<file path="src/rtl/mem_arb_pkg.sv">
// Owner encoding, grant bit positions and default widths shared by the memory port arbiter.
// Round-robin arbitration is selected with `define MEM_ARB_ROUND_ROBIN_EN.
package mem_arb_pkg;

  typedef enum logic {
    OWN_INST = 1'b0,
    OWN_DATA = 1'b1
  } owner_e;

  localparam int unsigned MEM_ARB_ADDR_W = 32;
  localparam int unsigned MEM_ARB_DATA_W = 32;

  localparam int unsigned GNT_INST = 0;
  localparam int unsigned GNT_DATA = 1;

  function automatic owner_e gnt_owner(input logic [1:0] gnt);
    return gnt[GNT_DATA] ? OWN_DATA : OWN_INST;
  endfunction

endpackage

</file>
<file path="src/rtl/mem_arb_pick.sv">
// Two-way chooser returning a one-hot grant {data, inst}.
// MEM_ARB_ROUND_ROBIN_EN selects round-robin on contention; otherwise data has fixed priority.
module mem_arb_pick
  import mem_arb_pkg::*;
(
  input  logic       inst_req,
  input  logic       data_req,
  input  owner_e     last_win,
  output logic [1:0] gnt
);

  always_comb begin
    gnt = 2'b00;
    if (inst_req && data_req) begin
`ifdef MEM_ARB_ROUND_ROBIN_EN
      // Whoever lost the previous contended grant wins this one.
      if (last_win == OWN_DATA) begin
        gnt[GNT_INST] = 1'b1;
      end else begin
        gnt[GNT_DATA] = 1'b1;
      end
`else
      gnt[GNT_DATA] = 1'b1;
`endif
    end else begin
      gnt[GNT_INST] = inst_req;
      gnt[GNT_DATA] = data_req;
    end
  end

`ifndef MEM_ARB_ROUND_ROBIN_EN
  logic unused_last_win;
  assign unused_last_win = last_win;
`endif

endmodule

</file>
<file path="src/rtl/mem_port_arbiter.sv">
// Shares one synchronous-read SRAM between the fetch and load/store ports, one grant per cycle.
// Define MEM_ARB_ROUND_ROBIN_EN for round-robin contention handling (default: data wins).
module mem_port_arbiter
  import mem_arb_pkg::*;
#(
  parameter int unsigned ADDR_W = MEM_ARB_ADDR_W,
  parameter int unsigned DATA_W = MEM_ARB_DATA_W
) (
  input  logic                clk,
  input  logic                reset,
  input  logic                inst_req,
  input  logic [ADDR_W-1:0]   inst_addr,
  output logic                inst_addr_ok,
  output logic                inst_data_ok,
  output logic [DATA_W-1:0]   inst_rdata,
  input  logic                data_req,
  input  logic [DATA_W/8-1:0] data_we,
  input  logic [ADDR_W-1:0]   data_addr,
  input  logic [DATA_W-1:0]   data_wdata,
  output logic                data_addr_ok,
  output logic                data_data_ok,
  output logic [DATA_W-1:0]   data_rdata,
  output logic                sram_en,
  output logic [DATA_W/8-1:0] sram_we,
  output logic [ADDR_W-1:0]   sram_addr,
  output logic [DATA_W-1:0]   sram_wdata,
  input  logic [DATA_W-1:0]   sram_rdata
);

  logic [1:0]        gnt;
  logic              inst_live, data_live;
  logic              resp_valid_q, resp_valid_d;
  owner_e            resp_owner_q, resp_owner_d;
  logic [ADDR_W-1:0] addr_q, addr_d;
  logic [DATA_W-1:0] wdata_q, wdata_d;
  owner_e            last_win;

  // No grants while reset is held.
  assign inst_live = inst_req & ~reset;
  assign data_live = data_req & ~reset;

`ifdef MEM_ARB_ROUND_ROBIN_EN
  owner_e ptr_q, ptr_d;

  assign last_win = ptr_q;

  always_comb begin
    ptr_d = ptr_q;
    if (inst_live && data_live) begin
      ptr_d = gnt_owner(gnt);
    end
  end

  always_ff @(posedge clk) begin
    if (reset) begin
      ptr_q <= OWN_INST;
    end else begin
      ptr_q <= ptr_d;
    end
  end
`else
  assign last_win = OWN_INST;
`endif

  mem_arb_pick u_pick (
    .inst_req (inst_live),
    .data_req (data_live),
    .last_win (last_win),
    .gnt      (gnt)
  );

  always_comb begin
    sram_we = '0;
    addr_d  = addr_q;
    wdata_d = wdata_q;
    unique case (gnt)
      2'b01: addr_d = inst_addr;
      2'b10: begin
        addr_d  = data_addr;
        wdata_d = data_wdata;
        sram_we = data_we;
      end
      default: ;
    endcase
    sram_en      = |gnt;
    sram_addr    = addr_d;
    sram_wdata   = wdata_d;
    resp_valid_d = |gnt;
    resp_owner_d = gnt_owner(gnt);
  end

  always_ff @(posedge clk) begin
    if (reset) begin
      resp_valid_q <= 1'b0;
      resp_owner_q <= OWN_INST;
      addr_q       <= '0;
      wdata_q      <= '0;
    end else begin
      resp_valid_q <= resp_valid_d;
      resp_owner_q <= resp_owner_d;
      addr_q       <= addr_d;
      wdata_q      <= wdata_d;
    end
  end

  // Reset in the response cycle drops the in-flight response.
  always_comb begin
    inst_addr_ok = gnt[GNT_INST];
    data_addr_ok = gnt[GNT_DATA];
    inst_data_ok = resp_valid_q & ~reset & (resp_owner_q == OWN_INST);
    data_data_ok = resp_valid_q & ~reset & (resp_owner_q == OWN_DATA);
    inst_rdata   = inst_data_ok ? sram_rdata : '0;
    data_rdata   = data_data_ok ? sram_rdata : '0;
  end

endmodule

</file>
<file path="config.mk">
export PLATFORM = sky130hd
export DESIGN_NAME = mem_port_arbiter
export DESIGN_NICKNAME = d
export VERILOG_FILES = /design/src/rtl/mem_arb_pkg.sv /design/src/rtl/mem_arb_pick.sv /design/src/rtl/mem_port_arbiter.sv
export SDC_FILE = /design/constraint.sdc
export NUM_CORES = 1
export LEC_CHECK = 0
export BUFFER_PORTS_ARGS = -buffer_cell sky130_fd_sc_hd__clkbuf_2
export CORE_AREA = 2 2 105 107
export DETAILED_ROUTE_END_ITERATION = 8
export DIE_AREA = 0 0 107 109
export HOLD_SLACK_MARGIN = 0.08
export PLACE_DENSITY = 0.76
export SETUP_SLACK_MARGIN = 0.3
export SYNTH_ARGS = -nofsm -noshare
export SYNTH_HDL_FRONTEND = slang
export SYNTH_SLANG_ARGS = --single-unit
</file>
<file path="constraint.sdc">
create_clock -name clk -period 1.7 [get_ports clk]
set_input_delay 0.255 -clock clk [delete_from_list [all_inputs] [get_ports clk]]
set_output_delay 0.255 -clock clk [all_outputs]
set_load 0.1 [all_outputs]
</file>
==> impl_metrics.py <==
metrics = {
    "global_routing": {
        "antenna_found_initial": 1,
        "grt_pass1_vias": 5534,
        "grt_max_degree": 34,
        "grt_pass1_wl_um": 31700,
        "grtUsageTotal": 0.356,
        "grt-ovfl-total": 0,
    },
    "logic_synthesis": {
        "avgSynthCellArea_um2": 9.58,
        "ys.warnings.count": 0,
        "syn_inst": 448,
        "ys_types": 19,
        "ys_ff_latch": 66,
        "syn_area_mm2": 0.00429,
        "synth_seq_area_share": 0.308,
        "synthesis.nets": 584,
    },
    "placed_design": {
        "place_area_mm2": 0.00842,
        "portBuffers": 272,
        "place_congestion": 0.831,
        "dp_hpwl_um": 13200,
        "dp_slack_ns": -0.00897,
    },
    "cts": {
        "htreeDepth": 3,
        "cts_buffers": 9,
        "clkSlewWorstSetupHoldPaths_ns": 0.08,
        "cts.sinks": 66,
        "clockBufferDepth": 2,
        "clockRootBuffer": "clkbuf_8",
        "cts_tree": "done",
        "insertion_delay_ns": 0.35,
        "hold_buffers": 0,
    },
    "timing": {
        "tightest_slew_ns": 0.715,
        "setup_viol": 112,
        "hold_viol": 0,
        "drv_slew": 0,
        "fin_worst_skew_ns": 0,
        "relSlewSlack": 0.522,
        "rsz0062_at_grt": "true",
        "fmax_mhz": 527,
        "layout_worst_path_cycle_share": 1.12,
        "fin_tns_setup_ns": -10.36,
        "fin_crit_ns": 1.90,
        "setup_slack_ns": -0.197,
        "whs_ns": 0.159,
    },
    "floorplan": {
        "rows": 38,
        "initial_core_util": 0.405,
        "num_io_pins": 273,
        "die_h_um": 109,
        "die_area_mm2": 0.0117,
        "core_mm2": 0.0106,
        "die_x_um": 107,
    },
    "routing": {
        "drc_errors": 0,
        "routedWlPerCell_um": 28.0,
        "vias": 5454,
        "dr.pass1.iters": 7,
        "wl_um": 25100,
        "detail_route.vias_per_cell": 6.07,
        "ant_nets": 0,
        "drtIter0Drc": 468,
    },
    "critical_path": {
        "setup.worst_path.end_class": "output pin",
        "cp_cell_sequence": "nor3b_4, buf_6, clkbuf_16, and2_4, buf_12",
        "critPathMaxFanout": 8,
        "critPathSlowestCell": "dfxtp_1",
        "crit_family": "buffers and inverters",
        "critPathBufInv": 3,
        "required_ns": 1.44,
        "worstSetupStartpointType": "register",
        "worstSetupPathType": "register to output pin",
        "critPathArrivalTime_ns": 1.64,
        "critical_path.max_stage_delay_ns": 0.37,
    },
    "finish": {
        "syn_to_final_growth_pct": 131,
        "post_route_cells_drive_above_1_share": 0.688,
        "nets": 888,
        "fill_cells": 323,
        "fin_util": 0.934,
        "finalInstanceArea_mm2": 0.00991,
    },
    "pwr": {
        "peakVddDrop_uv": 687,
        "leakage_nw": 4.56,
        "powerDensity_mw_per_mm2": 699,
    },
    "flow_run": {
        "cap_violations": 0,
    },
    "worst_hold_path": {
        "hold_class": "input pin to register",
    },
    "status": {
        "status": "complete, but fails checks",
        "violations": "negative setup slack",
    },
}
-- flip-flops by register name (all words and copies together), names as in the netlist --
name / cells
addr_q: 32
wdata_q: 32
resp_owner_q: 1
resp_valid_q: 1
-- layout make-up --
type / instances / area [µm²] / area share
Timing Repair Buffer: 342 / 4700 / 0.474
Multi-Input combinational cell: 330 / 3490 / 0.352
Sequential cell: 66 / 1320 / 0.133
Tap cell: 140 / 175 / 0.0177
Clock buffer: 12 / 155 / 0.0157
Clock inverter: 4 / 50.0 / 0.00505
Inverter: 3 / 15.0 / 0.00152
Antenna cell: 1 / 2.50 / 0.000253
-- cell usage in the layout (no fill, tap or decap), types with 2 or more instances in the layout --
cell type   Yosys  layout
clkbuf_8        0      12
clkbuf_2        0     132
nor4bb_2        0      10
clkinvlp_4      0       3
mux2_4          0      32
buf_12          0     156
nor4bb_1       32       8
buf_8           0       4
a221o_4         0      17
nor3b_4         0       2
clkbuf_16       0       3
nor4bb_4        0      14
a211oi_1       32      32
nor2b_1        34      33
a221o_2         0      15
buf_4          10      14
mux2i_1        64      64
buf_16          0      16
bufbuf_16       0       2
buf_6           4      14
dfxtp_1        66      65
nor2_1         32      32
and2_4          0      67
-- power by group --
group | internal (W) | switching, W
combinational | 0.00155 | 0.00221
sequential | 0.00165 | 0.0000816
clock | 0.000757 | 0.000673
-- worst reg2reg max path: cells and delay by family, from the launching register on --
kind / cells / cell delay [ns]
flip-flops: 1 / 0.39
AO/OA/AOI/OAI: 1 / 0.44
multiplexers: 1 / 0.11
-- stage by stage --
step	cells	power [W]
global placement	834	0.00497
CTS	889	0.00673
finish	898	0.00692
global route	898	0.00706
floorplan	448	0.00388
detailed placement	834	0.00504
-- timing repair --
item	in CTS	in global routing
pin swaps	30	23
cloned	16	4
buffers inserted	23	4
gates resized for setup	78	17
hold endpoints to repair	0	0
setup endpoints to repair	136	136
-- kinds of logic after synthesis --
kind of cell / Yosys count / share of synthesized area
flops: 66 / 0.308
compound gates: 65 / 0.135
mux: 96 / 0.233
simple gates: 169 / 0.258
buf+inv: 52 / 0.0662
-- Yosys cell counts --
master     n  area, µm²
a221o_1   32        320
and2_1    68        425
nor4bb_1  32        320
buf_4     10       75.1
nor3b_2    1       12.5
and3b_1    1       8.76
nor2_1    32        120
dfxtp_1   66       1320
o21bai_4   1       18.8
mux2_2    32        360
clkbuf_1  18       67.6
buf_2     17       85.1
a211oi_1  32        240
nor2b_1   34        213
inv_2      1       3.75
buf_6      4       45.0
mux2i_1   64        641
inv_1      2       7.51
nor3b_1    1       7.51
-- path summary, 6_finish.rpt --
check / end / slack (ns) / cells after the start / from
setup / recovery: inst_rdata[28] / -0.20 / 5 / resp_valid_q$_SDFF_PP0_
hold reg to reg: wdata_q[0]$_SDFF_PP0_ / 0.50 / 2 / wdata_q[0]$_SDFF_PP0_
hold / removal: wdata_q[25]$_SDFF_PP0_ / 0.16 / 3 / data_wdata[25]
setup reg to reg: addr_q[24]$_SDFF_PP0_ / 0.62 / 2 / addr_q[24]$_SDFF_PP0_
-- routing by layer --
metal	up-vias	wire length (µm)	global-route usage
li1	2263	-	-
met1	2630	8350	0.370
met2	422	12500	0.641
met3	139	2530	0.113
met4	0	1780	0.189
met5	-	0	0
Note: power is estimated with default switching activity, not from simulation.
